File: src/rtl/core_pkg.sv
// Shared core definitions: PC width, link-register indices and the
// prediction metadata carried alongside the pipeline.
package core_pkg;

  localparam int XLEN = 32;

  localparam logic [4:0] RA = 5'd1;
  localparam logic [4:0] T0 = 5'd5;

  typedef struct packed {
    logic [XLEN-1:0] pc;
    logic            taken;
    logic [XLEN-1:0] target;
  } meta_t;

  // x1 and x5 are the registers the return-address stack treats as link registers.
  function automatic logic is_link(input logic [4:0] r);
    return (r == RA) || (r == T0);
  endfunction

endpackage

File: src/rtl/br_meta_stage.sv
// One pipeline register of prediction metadata with stall (hold), flush
// (valid clear) and bubble (load of an invalid slot) behaviour.
module br_meta_stage
  import core_pkg::*;
#(
  parameter type T = meta_t
) (
  input  logic CLK,
  input  logic RSTN,
  input  logic en,
  input  logic flush,
  input  logic d_vld,
  input  T     d,
  output logic vld,
  output T     q
);

  // flush wins even when the stage is held, so a squash is never lost to a stall.
  always_ff @(posedge CLK or negedge RSTN) begin
    if (!RSTN) begin
      vld <= 1'b0;
      q   <= '0;
    end else begin
      if (flush) begin
        vld <= 1'b0;
      end else if (en) begin
        vld <= d_vld;
      end
      if (en) begin
        q <= d;
      end
    end
  end

endmodule

File: src/rtl/branch_resolve.sv
// Resolves control transfers in EX against the prediction made at fetch,
// drives the registered predictor update / redirect and the perf counters.
module branch_resolve #(
  parameter int XLEN      = core_pkg::XLEN,
  parameter int CNT_WIDTH = 32
) (
  input  logic                 CLK,
  input  logic                 RSTN,
  input  logic                 if_vld,
  input  logic                 if_freeze,
  input  logic [XLEN-1:0]      if_pc,
  input  logic [XLEN-1:0]      bp_pc,
  input  logic                 bp_taken,
  input  logic                 id_stall,
  input  logic                 ex_stall,
  input  logic                 ex_br,
  input  logic                 ex_jal,
  input  logic                 ex_jalr,
  input  logic                 ex_cond,
  input  logic [XLEN-1:0]      ex_target,
  input  logic [4:0]           ex_rd,
  input  logic [4:0]           ex_rs1,
  output logic                 alu_branch,
  output logic                 alu_call,
  output logic                 alu_return,
  output logic                 alu_taken,
  output logic                 alu_flush,
  output logic [XLEN-1:0]      alu_pc,
  output logic [XLEN-1:0]      alu_target,
  output logic [XLEN-1:0]      redirect_pc,
  input  logic                 cnt_clr,
  output logic [CNT_WIDTH-1:0] br_cnt,
  output logic [CNT_WIDTH-1:0] mis_cnt
);

  typedef struct packed {
    logic [XLEN-1:0] pc;
    logic            taken;
    logic [XLEN-1:0] target;
  } stage_meta_t;

  stage_meta_t if_meta, meta_id, meta_ex;
  logic        vld_id, vld_ex;

  logic            ctl, act_taken, mis, is_call, is_ret;
  logic            rd_link, rs1_link;
  logic [XLEN-1:0] redirect_next;

  assign if_meta = '{pc: if_pc, taken: bp_taken, target: bp_pc};

  br_meta_stage #(.T(stage_meta_t)) u_id (
    .CLK   (CLK),
    .RSTN  (RSTN),
    .en    (~id_stall),
    .flush (mis),
    .d_vld (if_vld & ~if_freeze & ~alu_flush),
    .d     (if_meta),
    .vld   (vld_id),
    .q     (meta_id)
  );

  // While ID stalls and EX advances, EX takes a bubble.
  br_meta_stage #(.T(stage_meta_t)) u_ex (
    .CLK   (CLK),
    .RSTN  (RSTN),
    .en    (~ex_stall),
    .flush (mis),
    .d_vld (vld_id & ~id_stall),
    .d     (meta_id),
    .vld   (vld_ex),
    .q     (meta_ex)
  );

  assign ctl       = vld_ex & ~ex_stall & (ex_br | ex_jal | ex_jalr);
  assign act_taken = ex_jal | ex_jalr | (ex_br & ex_cond);
  assign mis       = ctl & ((act_taken != meta_ex.taken) |
                            (act_taken & meta_ex.taken & (ex_target != meta_ex.target)));

  assign rd_link  = core_pkg::is_link(ex_rd);
  assign rs1_link = core_pkg::is_link(ex_rs1);
  assign is_call  = (ex_jal | ex_jalr) & rd_link;
  // rd == rs1 both link registers is a coroutine swap: push only, no pop.
  assign is_ret   = ex_jalr & rs1_link & ~(rd_link & (ex_rd == ex_rs1));

  assign redirect_next = act_taken ? ex_target : meta_ex.pc + XLEN'(4);

  always_ff @(posedge CLK or negedge RSTN) begin
    if (!RSTN) begin
      alu_branch  <= 1'b0;
      alu_call    <= 1'b0;
      alu_return  <= 1'b0;
      alu_taken   <= 1'b0;
      alu_flush   <= 1'b0;
      alu_pc      <= '0;
      alu_target  <= '0;
      redirect_pc <= '0;
    end else begin
      alu_branch  <= ctl;
      alu_call    <= ctl & is_call;
      alu_return  <= ctl & is_ret;
      alu_taken   <= ctl & act_taken;
      alu_flush   <= mis;
      alu_pc      <= ctl ? meta_ex.pc : '0;
      alu_target  <= ctl ? ex_target : '0;
      redirect_pc <= mis ? redirect_next : '0;
    end
  end

  always_ff @(posedge CLK or negedge RSTN) begin
    if (!RSTN) begin
      br_cnt  <= '0;
      mis_cnt <= '0;
    end else if (cnt_clr) begin
      br_cnt  <= '0;
      mis_cnt <= '0;
    end else begin
      if (ctl && !(&br_cnt)) begin
        br_cnt <= br_cnt + CNT_WIDTH'(1);
      end
      if (mis && !(&mis_cnt)) begin
        mis_cnt <= mis_cnt + CNT_WIDTH'(1);
      end
    end
  end

endmodule
File: config.mk
export PLATFORM = sky130hd
export DESIGN_NAME = branch_resolve
export DESIGN_NICKNAME = d
export VERILOG_FILES = /design/src/rtl/core_pkg.sv /design/src/rtl/br_meta_stage.sv /design/src/rtl/branch_resolve.sv
export SDC_FILE = /design/constraint.sdc
export NUM_CORES = 1
export LEC_CHECK = 0
export BUFFER_PORTS_ARGS = -buffer_cell sky130_fd_sc_hd__buf_4
export CORE_MARGIN = 2
export CORE_UTILIZATION = 43
export DETAILED_ROUTE_END_ITERATION = 8
export PLACE_DENSITY_LB_ADDON = 0.15
export RECOVER_POWER = 50
export SYNTH_ARGS = -nofsm -noshare
export SYNTH_HDL_FRONTEND = slang
export SYNTH_SLANG_ARGS = --single-unit
export TNS_END_PERCENT = 20
File: constraint.sdc
create_clock -name CLK -period 3.6 [get_ports CLK]
set_clock_uncertainty 0.05 [all_clocks]
set_input_delay 0.36 -clock CLK [delete_from_list [all_inputs] [get_ports CLK]]
set_output_delay 0.36 -clock CLK [all_outputs]
set_load 0.01 [all_outputs]
Word level (Yosys, flattened, before mapping)
Cells that the tools add are included.

word-level totals
  register bits after elaboration = 297
  latch bits = 0
  memory bits (writable) = 0
  memory bits (read-only) = 0
  input bits = 118
  output and inout port bits = 165
  word-level logic and storage cells = 78
  memories = 0

operators by class
  add/sub/neg operators = 3
  multipliers = 0
  div/mod/pow operators = 0
  order comparisons = 0
  equal/unequal tests = 9
  shifts and indexed selects = 0
  muxes and demuxes = 12
  bitwise gates (word level) = 26
  reductions and logical operators = 10

operators by type and width
  kind                     number
  $mux W32                 8
  $add A32 B1 Y32 const B  2
  $reduce_and A32 Y1       2
  $add A32 B3 Y32 const B  1
  $ne A32 B32 Y1           1
  $and A1 B1 Y1            16
  $eq A5 B1 Y1 const B     2
  $eq A5 B3 Y1 const B     2
  $eq A5 B5 Y1             1
  $not A1 Y1               5
  $or A1 B1 Y1             5
  $mux W1                  4
  $ne A2 B1 Y1 const B     2
  $reduce_bool A2 Y1       2
  $logic_and A1 B1 Y1      2
  $logic_not A1 Y1         2
  $logic_or A1 B1 Y1       2
  $ne A1 B1 Y1             1

Logic depth before layout (Yosys ltp)
Gate-level depths: netlist of run 1.

  depth after elaboration = 9
  mapped depth = 12
  depth with buffers taken out = 9

Modules after synthesis
From an unflattened synthesis of run 1, not the netlist that was laid out.

second synthesis, totals
  cells, all modules = 1047
  area total of the unflattened synthesis = 13076.3 µm²

by module, submodules not included
  module          instances  cells an instance  area each (µm²)  sequential area each (µm²)
  branch_resolve  1          767                7848.8           4129.0
  br_meta_stage   2          140                2613.8           1651.6

Least setup slack after synthesis of run 1
No wires, ideal clock.

  kind = input port to flip-flop
  from = input ex_jalr
  to = register mis_cnt[16]
  arrival time = 2.216 ns
  required time = 3.425 ns
  slack = 1.210 ns
  cell stages on the path = 11
  path through = nor2_1 and2_1 buf_6 inv_1 ha_1 nand2_1 and2_1 clkbuf_1 buf_6 nor4b_1 mux2_2

between the ends
  longest elaborated chain between the ends = 8

ends and longest elaborated chain
  element                         line                   text
  start: declaration              branch_resolve.sv:18   input logic ex_jalr,
  $or A1 B1 Y1 (2 in a row)       branch_resolve.sv:75   assign act_taken = ex_jal | ex_jalr | (ex_br & ex_cond);
  $and A1 B1 Y1 (2 in a row)      branch_resolve.sv:77   (act_taken & meta_ex.taken & (ex_target != meta_ex.target)));
  $or A1 B1 Y1                    branch_resolve.sv:76   assign mis = ctl & ((act_taken != meta_ex.taken) |
  $and A1 B1 Y1 *                 branch_resolve.sv:76
  $logic_and A1 B1 Y1 *           branch_resolve.sv:120  if (mis && !(&mis_cnt)) begin
  $reduce_bool A2 Y1 (no line) *  -
  end signal: assignment          branch_resolve.sv:121  mis_cnt <= mis_cnt + CNT_WIDTH'(1);
  end: declaration                branch_resolve.sv:33   output logic [CNT_WIDTH-1:0] mis_cnt

Mark *: on every way between the ends. The rest lies on a longest branch, timed or not.
A chain may end at the register's enable or synchronous reset.

Final worst setup path of run 1
  from = register br_cnt[14]
  to = register br_cnt[26]

between the ends
  longest elaborated chain between the ends = 4

ends and longest elaborated chain
  element                                                  line                   text
  start: declaration                                       branch_resolve.sv:32   output logic [CNT_WIDTH-1:0] br_cnt,
  start signal: assignment                                 branch_resolve.sv:118  br_cnt <= br_cnt + CNT_WIDTH'(1);
  branches (longest 4 deep; another with $add A32 B1 Y32)  -

Parallel ways; which one is timed is not known. The select of a mux whose other input is x is not followed.

==> summary.md, run 1 <==
| Metric | Value |
|---|---|
| Clk pwr share | `0.430` |
| Row count | `62` |
| Worst IR drop on VDD | `around 400 uV` |
| Setup WS pre-CTS | `slightly above 0.8 ns` |
| Reg2Reg Setup Slack | `a little under 0.9 ns` |
| Internal Pwr Total | `0.00605 W` |
| Final setup violation count | `0` |
| Post-route ant nets | `0` |
| # IOs | `between 200 and 300` |
| Count leader, synth | `dfrtp_1` |
| Worst-margin pin slew | `1.97 ns` |
| Syn Inst Count | `1062` |
| Later-pin clock latency in the skew report | `0.55 ns` |
| Register area share after synthesis | `0.584` |
| Worst reg2reg path depth | `7` |
| Post-DR vias/cell | `between 5 and 6` |
| Clock sinks | `297` |
| Final min period | `2.70 ns` |
| Final net count | `1527` |
| Final worst slack | `~0.9 ns` |
| Routed via count | `between 9000 and 10000` |
| Remaining DRCs | `0` |
| Final Wtd Congestion | `0.776` |
| Post-synth cell types | `46` |
| Layout cells sized above 1 | `0.342` |
| Number of global-route vias before repair | `9449` |
| Top cells by area, synth | `dfrtp_1 (58%), mux2_2 (12%), xor2_1 (4.3%)` |
| Max Cap Viol | `2` |
| Slowest CP cell | `nor4_1` |
| Share of flip-flops with an asynchronous set or reset | `1.00` |
| Die H | `176 um` |
| PD cells | `roughly 470 nW/um2` |
| Final hold violation count | `0` |
| Starting DRT DRC Count | `just over 500` |
| CTS Buf Count | `31` |
| Reg power frac | `0.470` |
| Slew Limit Headroom | `-0.311` |
| Post-synth EDFFs | `0` |
| Net Count, Synth | `1184` |
| Setup Buffers After CTS | `0` |
| Failing checks | `max-capacitance violations, max-slew violations` |
| WP data arrival | `3.05 ns` |
| Hold WC Path Type | `in -> reg` |
| Comb pwr share | `0.101` |
| Crit Path Category | `reg -> reg` |
| Post-Syn Area | `around 13000 um2` |
| Drt wl/cell | `19.3 um` |
| Final Util | `0.587` |
| WHS Endpoint | `alu_target[22]$_DFF_PN0_` |
| RSZ-0062 raised after global routing | `no` |
| Root Driver | `clkbuf_16` |
| Final Cycle Share | `0.751` |
| Sw Pwr | `0.00188 W` |
| Clk slew on worst S/H paths | `0.06 ns` |
| Critical path capture point type | `flop` |
| Top FF cell, synth | `dfrtp_1` |
| Pin count of the biggest net entering global routing | `73` |
| GRT Residual Overflow | `0` |
| # H-tree levels | `1` |
| Leak | `slightly below 8 nW` |
| Max FO, Critical Path | `8` |
| Hold Path Depth | `2` |
| Critical Path RT | `3.95 ns` |
| Initial Util | `0.440` |
| Switching Fraction | `0.237` |
| Crit-path cells | `nand4_1 > nor4_1 > nand4_1 > nor4_1 > a2111oi_0 > xnor2_1 > nor2_1` |
| Core ar. | `28900 um2` |
| Number of buffers on the longest clock path | `3` |
| P&R area growth vs syn | `33.6%` |
| Syn Area/Cell | `around 12 um2` |
| Drt total wl | `roughly 35 mm` |
| Commonest cells in the netlist | `dfrtp_1 (297), mux2_2 (135), nor2_1 (82)` |
| CTS tree | `yes` |
| Global-route wire length before repair | `54.1 mm` |
| TritonRoute pass-1 iters | `4` |
| Post-detail-place hpwl | `24.4 mm` |
| R2R Path End | `br_cnt[26]$_DFFE_PN0P_` |
| Die area | `between 30000 and 40000 um2` |
| Status | `complete, but fails checks` |
| PortBufs | `282` |
| Synth area leader | `dfrtp_1` |
| TNS Setup | `0 ns` |
| Initial antenna violation count | `2` |
| Final Max Tran Viols | `136` |
| Ys Warns | `0` |
| FF-to-FF Start | `br_cnt[14]$_DFFE_PN0P_` |
| DIE WIDTH | `176 um` |
| Yosys top cell area share | `0.584` |
| Hold Crit Start | `ex_target[22]` |
| #FFs+latches synth | `between 200 and 300` |
| Fmax | `between 300 and 400 MHz` |
| Startpoint Class | `flop` |
| Max incr delay on CP | `0.53 ns` |
| Fillers | `2417` |
| Gr usage total | `0.226` |
[logic make-up (layout without fill, tap and decap cells)]
| logic type | after synthesis | count (layout) | synth area share |
|---|---|---|---|
| AOI/OAI and AO/OA | 102 | 102 | 0.0501 |
| xor gates and xnor gates | 83 | 83 | 0.0571 |
| adders and majority gates | 4 | 4 | 0.00393 |
| buffers and inverters | 68 | 435 | 0.0231 |
| DFF | 297 | 297 | 0.584 |
| muxes | 136 | 136 | 0.120 |
| other | 0 | 3 | 0 |
| and+or+nand+nor | 372 | 372 | 0.161 |
[layout make-up]
| class | instances | area, um2 | share of cell area |
|---|---|---|---|
| Tap cell | 384 | 480 | 0.0283 |
| Timing Repair Buffer | 364 | 2930 | 0.172 |
| Sequential cell | 297 | 7430 | 0.437 |
| Clock inverter | 17 | 250 | 0.0147 |
| Clock buffer | 40 | 840 | 0.0494 |
| Multi-Input combinational cell | 697 | 5000 | 0.294 |
| Inverter | 14 | 52.6 | 0.00309 |
| Antenna cell | 3 | 7.51 | 0.000442 |
[layout by cell type, fill, tap and decap left out, types with 6 or more instances in the layout]
| master | Yosys | layout |
|---|---|---|
| nor2_1 | 82 | 82 |
| nand3_1 | 36 | 36 |
| or3_1 | 24 | 24 |
| mux2_2 | 135 | 135 |
| and3_1 | 12 | 12 |
| and4_1 | 8 | 8 |
| o21ai_0 | 26 | 26 |
| nor4_1 | 16 | 16 |
| or4_1 | 11 | 11 |
| a211oi_1 | 27 | 27 |
| a21oi_1 | 31 | 31 |
| inv_1 | 14 | 13 |
| dfrtp_1 | 297 | 297 |
| dlygate4sd3_1 | 1 | 71 |
| clkbuf_1 | 37 | 8 |
| nor3_1 | 14 | 14 |
| bufinv_16 | 0 | 6 |
| xor2_1 | 63 | 63 |
| clkinv_2 | 0 | 6 |
| and2_1 | 71 | 69 |
| o31ai_1 | 6 | 6 |
| nand4_1 | 33 | 33 |
| nor2b_1 | 7 | 7 |
| buf_4 | 0 | 283 |
| xnor2_1 | 20 | 20 |
| clkbuf_16 | 0 | 31 |
| nand2_1 | 42 | 42 |
[critical path: cells and delay by family (launching register included)]
kind                      cells  cell delay [ns]
AOI/OAI and AO/OA             1             0.24
xor gates and xnor gates      1             0.18
DFF                           1             0.42
and+or+nand+nor               5             1.67
[registers in the layout, summed over array words and instances (netlist names)]
register	cells
u_ex.q	65
u_id.vld	1
alu_return	1
redirect_pc	32
mis_cnt	32
alu_taken	1
alu_flush	1
alu_branch	1
br_cnt	32
alu_call	1
alu_target	32
alu_pc	32
u_ex.vld	1
u_id.q	65
[stage by stage]
step / cells / total power [W] / hold slack (ns) / area [um2]
2_1_floorplan: 1062 / 0.00413 / 0.0144 / 12700
3_3_place_gp: 1685 / 0.00451 / 0.319 / 15200
3_5_place_dp: 1685 / 0.00453 / 0.312 / 15200
4_1_cts: 1813 / 0.00802 / 0.000762 / 17000
5_1_grt: 1814 / 0.00827 / 0.00540 / 17000
6_report: 1816 / 0.00793 / 0.0227 / 17000
[worst max path at each step]
stage | cells after the start | slack [ns] | from | end
6_report | 7 | 0.90 | br_cnt[14]$_DFFE_PN0P_ | br_cnt[26]$_DFFE_PN0P_
5_1_grt | 3 | 0.54 | RSTN | u_ex.q[62]$_DFFE_PN0N_
4_1_cts | 7 | 0.94 | br_cnt[14]$_DFFE_PN0P_ | br_cnt[26]$_DFFE_PN0P_
3_5_place_dp | 9 | 0.81 | ex_stall | mis_cnt[20]$_DFFE_PN0P_
3_3_place_gp | 9 | 0.83 | ex_stall | mis_cnt[20]$_DFFE_PN0P_
2_1_floorplan | 11 | 1.21 | ex_jalr | mis_cnt[16]$_DFFE_PN0P_
[power groups by stage]
| stage | logic [W] | registers [W] | clock network (W) |
|---|---|---|---|
| 4_1_cts | 0.000811 | 0.00373 | 0.00348 |
| 5_1_grt | 0.000875 | 0.00375 | 0.00364 |
| 6_report | 0.000797 | 0.00373 | 0.00341 |
| 3_3_place_gp | 0.000730 | 0.00378 | 0 |
| 2_1_floorplan | 0.000389 | 0.00374 | 0 |
| 3_5_place_dp | 0.000742 | 0.00379 | 0 |
[timing repair]
action,CTS,global route
hold buffers,71,0
hold endpoints to repair,135,0
gates resized for setup,0,0
[per-layer routing]
| layer | GRT usage | vias to the layer above | routed length [um] |
|---|---|---|---|
| li1 | - | 4426 | - |
| met1 | 0.299 | 4736 | 15100 |
| met5 | 0 | - | 0 |
| met2 | 0.383 | 261 | 17100 |
| met4 | 0.0558 | 0 | 724 |
| met3 | 0.0448 | 45 | 2200 |
Note: power is estimated with default switching activity, not from simulation.
==> run 2, diff against run 1 <==
clock period = 2.74 ns   (was 3.6 ns; I/O delays follow)
==> run 2 against run 1 <==
Against the previous run: setup slack got worse by 0.69 ns; global-route usage rose by 0.69 points; routed wire length rose by 2.4%; the flow still finishes with violations (max-capacitance violations, max-slew violations); core utilization rose by 0.83 points; first-iteration DRC count rose by 12%; clock power rose by 31%; via count rose by 1.4%.
==> summary.md, run 2 (synthesis gave the netlist of run 1 again) <==
| Metric | Value |
|---|---|
| Die area | `31000 um2 (unchanged)` |
| CTS Buf Count | `35 (+13%)` |
| Drt wl/cell | `19.3 um (-0.28%)` |
| Drt total wl | `35.9 mm (+2.4%)` |
| Startpoint Class | `input pin` |
| Reg2Reg Setup Slack | `0.29 ns (-0.61 ns)` |
| Remaining DRCs | `0 (unchanged)` |
| Final min period | `2.53 ns` |
| Most used cell, CP | `buf_4` |
| Critical Path RT | `3.07 ns (-0.88 ns)` |
| Crit Path Category | `in -> reg` |
| Starting DRT DRC Count | `581 (+12%)` |
| Number of global-route vias before repair | `9683 (+2.5%)` |
| PD cells | `605 nW/um2 (+30%)` |
| CP delay by family, top | `buffers and inverters` |
| Hold Path Depth | `2 (unchanged)` |
| Clock sinks | `297 (unchanged)` |
| FF-to-FF Start | `u_ex.q[23]$_DFFE_PN0N_` |
| Initial antenna violation count | `0 (-2)` |
| Post-DR vias/cell | `5.15 (-1.2%)` |
| Routed via count | `9605 (+1.4%)` |
| Status | `complete, but fails checks` |
| Gr usage total | `0.233 (+0.00689)` |
| Critical path capture point type | `flop` |
| TritonRoute pass-1 iters | `5 (+1)` |
| WHS Endpoint | `alu_target[19]$_DFF_PN0_` |
| Final Wtd Congestion | `0.822 (+5.9%)` |
| Root Driver | `clkbuf_16` |
| Max FO, Critical Path | `18 (+10)` |
| Slew Limit Headroom | `-0.351 (-0.0407)` |
| Final hold violation count | `0 (unchanged)` |
| Global-route wire length before repair | `55.8 mm (+3.2%)` |
| Hold Crit Start | `ex_target[19]` |
| PortBufs | `282 (unchanged)` |
| Clk slew on worst S/H paths | `0.05 ns (about the same)` |
| Layout cells sized above 1 | `0.301 (-0.0408)` |
| Most common cell after layout, fill and taps aside | `dfrtp_1` |
| Later-pin clock latency in the skew report | `0.51 ns (-0.04 ns)` |
| Register Area | `7430 um2 (unchanged)` |
| DIE WIDTH | `176 um (unchanged)` |
| Row count | `62 (unchanged)` |
| Final Util | `0.595 (+0.00826)` |
| Crit-path cells | `dlygate4sd3_1 > buf_4 > xor2_1 > nor4_1 > nand4_1 > o211ai_1 > and2_4 > buf_4 > nor3_1 > mux2_2` |
| Final setup violation count | `0 (unchanged)` |
| Fillers | `2435 (+0.74%)` |
| Max Cap Viol | `2 (unchanged)` |
| # H-tree levels | `2 (+1)` |
| Post-route ant nets | `0 (unchanged)` |
| Die H | `176 um (unchanged)` |
| Final Max Tran Viols | `110 (-19%)` |
| Worst-margin pin slew | `2.03 ns (+0.0611 ns)` |
| Pin count of the biggest net entering global routing | `84 (+15%)` |
| CTS tree | `yes` |
| WP data arrival | `2.87 ns (-0.18 ns)` |
| TNS Setup | `0 ns (unchanged)` |
| RSZ-0062 raised after global routing | `no` |
| Failing checks | `max-capacitance violations, max-slew violations` |
| Worst reg2reg path depth | `8 (+1)` |
| Slowest CP cell | `dlygate4sd3_1` |
| Final Cycle Share | `0.925` |
| CP Buf/Inv Count | `3 (+3)` |
| Core ar. | `28900 um2 (unchanged)` |
| Hold WC Path Type | `in -> reg` |
| Post-detail-place hpwl | `25.1 mm (+3.0%)` |
| P&R area growth vs syn | `35.4%` |
| Most frequent cells in the layout | `dfrtp_1 (297), buf_4 (217), mux2_2 (135)` |
| Worst IR drop on VDD | `466 uV (+13%)` |
| # IOs | `283 (unchanged)` |
| R2R Path End | `mis_cnt[6]$_DFFE_PN0P_` |
| Fmax | `395 MHz` |
| GRT Residual Overflow | `0 (unchanged)` |
| Leak | `7.74 nW (-0.27%)` |
| Number of buffers on the longest clock path | `3 (unchanged)` |
| Final net count | `1581 (+3.5%)` |
| Diodes inserted | `0 (-3)` |
| Largest regs | `u_ex.q x65, u_id.q x65` |
| Initial Util | `0.440 (unchanged)` |
| Area of the multi-input gates | `5000 um2 (+0.13%)` |
| Max incr delay on CP | `0.56 ns (+0.03 ns)` |
==> run 2: area by class of cell <==
cell class	count	area share
flip-flops and latches	297	0.431
multi-input cells	697	0.290
repair buffers	414	0.183
clock buffers	53	0.0606
well taps	384	0.0279
clock inverters	5	0.00378
inverters	14	0.00305
==> run 2: where the power goes <==
| part | internal (W) | leakage (nW) | switching, W |
|---|---|---|---|
| clock network | 0.00272 | 0.545 | 0.00174 |
| logic | 0.000568 | 3.35 | 0.000508 |
| registers | 0.00467 | 3.85 | 0.000227 |
==> run 2: worst max path at each step <==
stage          slack, ns                       to          start  depth (start not counted)
3_5_place_dp        0.15  mis_cnt[26]$_DFFE_PN0P_       ex_stall                          9
2_1_floorplan       0.44  mis_cnt[16]$_DFFE_PN0P_        ex_jalr                         11
6_report            0.21   mis_cnt[6]$_DFFE_PN0P_  ex_target[14]                         10
3_3_place_gp        0.14   mis_cnt[6]$_DFFE_PN0P_   ex_target[3]                          9
5_1_grt             0.02   mis_cnt[6]$_DFFE_PN0P_  ex_target[14]                         10
4_1_cts             0.15  mis_cnt[26]$_DFFE_PN0P_        ex_jalr                         11
==> run 2: per-layer routing <==
layer / wire, um / vias up / track usage
met2: 17300 / 274 / 0.385
met3: 2070 / 45 / 0.0439
met4: 789 / 0 / 0.0599
met5: 0 / - / 0
li1: - / 4530 / -
met1: 15700 / 4756 / 0.317
==> run 2: what timing repair did <==
| action | CTS | global route |
|---|---|---|
| hold endpoints to repair | 174 | 0 |
| hold buffers | 97 | 0 |
| setup buffers | 0 | 0 |
| gates resized for setup | 0 | 2 |
| setup endpoints to repair | 0 | 12 |
==> run 2: worst reg2reg max path, cell delays in order (launching register included) <==
cell,delay (ns)
dfrtp_1,0.38
xor2_1,0.16
nor4_1,0.38
nand4_1,0.17
o211ai_1,0.30
and2_4,0.32
buf_4,0.22
nor3_1,0.08
mux2_2,0.26
==> run 2: through the flow <==
| step | instance area [um2] | power [W] | instances | setup slack [ns] | hold WS (ns) |
|---|---|---|---|---|---|
| floorplan | 12700 | 0.00543 | 1062 | 0.436 | -0.0716 |
| global placement | 15400 | 0.00595 | 1709 | 0.140 | 0.284 |
| detailed placement | 15400 | 0.00597 | 1709 | 0.151 | 0.282 |
| CTS | 17500 | 0.0106 | 1864 | 0.146 | 0.00714 |
| global route | 17200 | 0.0109 | 1864 | 0.0244 | 0.0171 |
| finish | 17200 | 0.0104 | 1864 | 0.207 | 0.0221 |
==> run 3, diff against run 2 <==
CORE_MARGIN = default   (was 2)
==> run 3 against run 2 <==
Against the previous run: the run still ends with max-capacitance violations, max-slew violations left; critical path depth grew 1; non-clock buffer count shrank 3; clock power shrank 3%; power shrank 1.1%; critical path type unchanged.
==> summary.md, run 3 (synthesis gave the netlist of run 1 again) <==
| Metric | Value |
|---|---|
| Max incr delay on CP | `0.54 ns (-0.02 ns)` |
| Slowest CP cell | `dlygate4sd3_1` |
| Final hold violation count | `0 (unchanged)` |
| Final net count | `1574 (-0.44%)` |
| Number of buffers on the longest clock path | `3 (unchanged)` |
| Final min period | `2.54 ns (+0.00596 ns)` |
| Crit Path Category | `in -> reg` |
| Leak | `7.97 nW (+3.0%)` |
| DIE WIDTH | `174 um (-1.1%)` |
| Die H | `174 um (-1.1%)` |
| Final Max Tran Viols | `73 (-34%)` |
| TritonRoute pass-1 iters | `5 (unchanged)` |
| # H-tree levels | `1 (-1)` |
| Final Wtd Congestion | `0.856 (+4.2%)` |
| TNS Setup | `0 ns (unchanged)` |
| GRT Residual Overflow | `0 (unchanged)` |
| Core ar. | `28900 um2 (unchanged)` |
| Global-route wire length before repair | `55.9 mm (about the same)` |
| # IOs | `283 (unchanged)` |
| Final setup violation count | `0 (unchanged)` |
| Later-pin clock latency in the skew report | `0.56 ns (+0.05 ns)` |
| Slew Limit Headroom | `-0.334 (+0.0175)` |
| WP data arrival | `2.93 ns (+0.06 ns)` |
| Gr usage total | `0.237 (+0.00494)` |
| Failing checks | `max-capacitance violations, max-slew violations` |
| Routed via count | `9610 (+0.052%)` |
| Worst-margin pin slew | `2.00 ns (-0.0262 ns)` |
| Number of global-route vias before repair | `9776 (+0.96%)` |
| Layout cells sized above 1 | `0.342 (+0.0408)` |
| Initial Util | `0.440 (unchanged)` |
| Post-route ant nets | `0 (unchanged)` |
| Critical path capture point type | `flop` |
| Clock sinks | `297 (unchanged)` |
| Drt wl/cell | `19.1 um (-0.84%)` |
| PortBufs | `282 (unchanged)` |
| Hold WC Path Type | `in -> reg` |
| Remaining DRCs | `0 (unchanged)` |
| Most common cell after layout, fill and taps aside | `buf_4` |
| Status | `complete, but fails checks` |
| Worst IR drop on VDD | `579 uV (+24%)` |
| Final Cycle Share | `0.927 (+0.00217)` |
| Crit-path cells | `dlygate4sd3_1 > buf_4 > nor2_1 > and2_2 > inv_1 > ha_1 > nand2_1 > and2_2 > buf_4 > nor4b_1 > mux2_2` |
| P&R area growth vs syn | `36.8%` |
| Row count | `62 (unchanged)` |
| CP delay by family, top | `simple AND/OR/NAND/NOR gates` |
| RSZ-0062 raised after global routing | `no` |
| CTS tree | `yes` |
| Fmax | `394 MHz (-0.23%)` |
| Max Cap Viol | `1 (-1)` |
| Pin count of the biggest net entering global routing | `76 (-9.5%)` |
| Initial antenna violation count | `0 (unchanged)` |
| Setup Buffers After CTS | `0 (unchanged)` |
| Die area | `30300 um2 (-2.3%)` |
| Largest regs | `u_ex.q x65, u_id.q x65` |
| CTS Buf Count | `31 (-11%)` |
| Root Driver | `clkbuf_16` |
| Diodes inserted | `0 (unchanged)` |
| Post-detail-place hpwl | `24.8 mm (-1.3%)` |
| Max FO, Critical Path | `17 (-1)` |
| Starting DRT DRC Count | `533 (-8.3%)` |
| Critical Path RT | `3.13 ns (+0.06 ns)` |
| Clk slew on worst S/H paths | `0.06 ns (about the same)` |
| Drt total wl | `35.5 mm (-1.1%)` |
| Post-DR vias/cell | `5.17 (+0.27%)` |
| Startpoint Class | `input pin` |
| Most frequent cells in the layout | `buf_4 (299), dfrtp_1 (297), mux2_2 (135)` |
| Final Util | `0.601 (+0.00597)` |
| CP Buf/Inv Count | `4 (+1)` |
| PD cells | `593 nW/um2 (-2.1%)` |
run 3: changes by cell type in the layout (fill, tap and decap cells not counted), sizes merged:
cell / before / now
clkinvlp: 0 / 2
clkinv: 3 / 8
clkbuf: 147 / 47
dlygate4sd3: 97 / 103
bufinv: 1 / 4
buf: 223 / 303
run 3: per-stage QoR:
stage	std cells	hold WS (ns)	cell area, um2	total power [W]	setup slack (ns)
after CTS	1860	0.00346	17400	0.0104	0.152
after detailed placement	1700	0.252	15300	0.00596	0.172
after global routing	1860	0.0282	17400	0.0107	0.000431
after floorplan	1062	-0.0716	12700	0.00543	0.436
after global placement	1700	0.254	15300	0.00594	0.188
final	1860	0.0339	17400	0.0103	0.201
run 3: layout make-up:
class	count	area, um2
fillers	2366	11500
flip-flops and latches	297	7430
multi-input cells	697	5010
repair buffers	411	3370
clock buffers	42	867
well taps	384	480
clock inverters	15	188
inverters	14	52.6
run 3: final timing paths:
check,start,to,slack [ns],cells past startpoint
hold reg to reg,u_id.q[44]$_DFFE_PN0N_,u_ex.q[44]$_DFFE_PN0N_,0.45,1
hold / removal,ex_jal,alu_call$_DFF_PN0_,0.03,3
max in group asynchronous,RSTN,u_ex.q[49]$_DFFE_PN0N_,0.41,3
setup reg to reg,mis_cnt[17]$_DFFE_PN0P_,mis_cnt[16]$_DFFE_PN0P_,0.26,6
min in group asynchronous,RSTN,br_cnt[14]$_DFFE_PN0P_,0.78,2
setup / recovery,ex_jalr,mis_cnt[16]$_DFFE_PN0P_,0.20,11
run 3: what timing repair did:
| action | CTS | global route |
|---|---|---|
| hold buffers | 103 | 0 |
| gates resized for setup | 0 | 2 |
| hold endpoints to repair | 182 | 0 |
| endpoints found under the setup margin | 0 | 4 |
run 3: metal layers:
layer  routed length [um]  track usage
met1                15500        0.317
met2                17700        0.405
met3                 1660       0.0383
met4                  697       0.0545
met5                    0            0
run 3: power by group:
| part | total [W] | internal [W] | switching [W] | leakage, nW |
|---|---|---|---|---|
| registers | 0.00490 | 0.00467 | 0.000236 | 3.85 |
| clock network | 0.00432 | 0.00259 | 0.00174 | 0.518 |
| logic | 0.00109 | 0.000586 | 0.000499 | 3.61 |
| total | 0.0103 | 0.00784 | 0.00247 | 7.97 |
run 3: tightest hold or removal path, delay by kind of cell:
kind	cells	cell delay [ns]
and+or+nand+nor	2	0.23
buffers and inverters	1	0.08
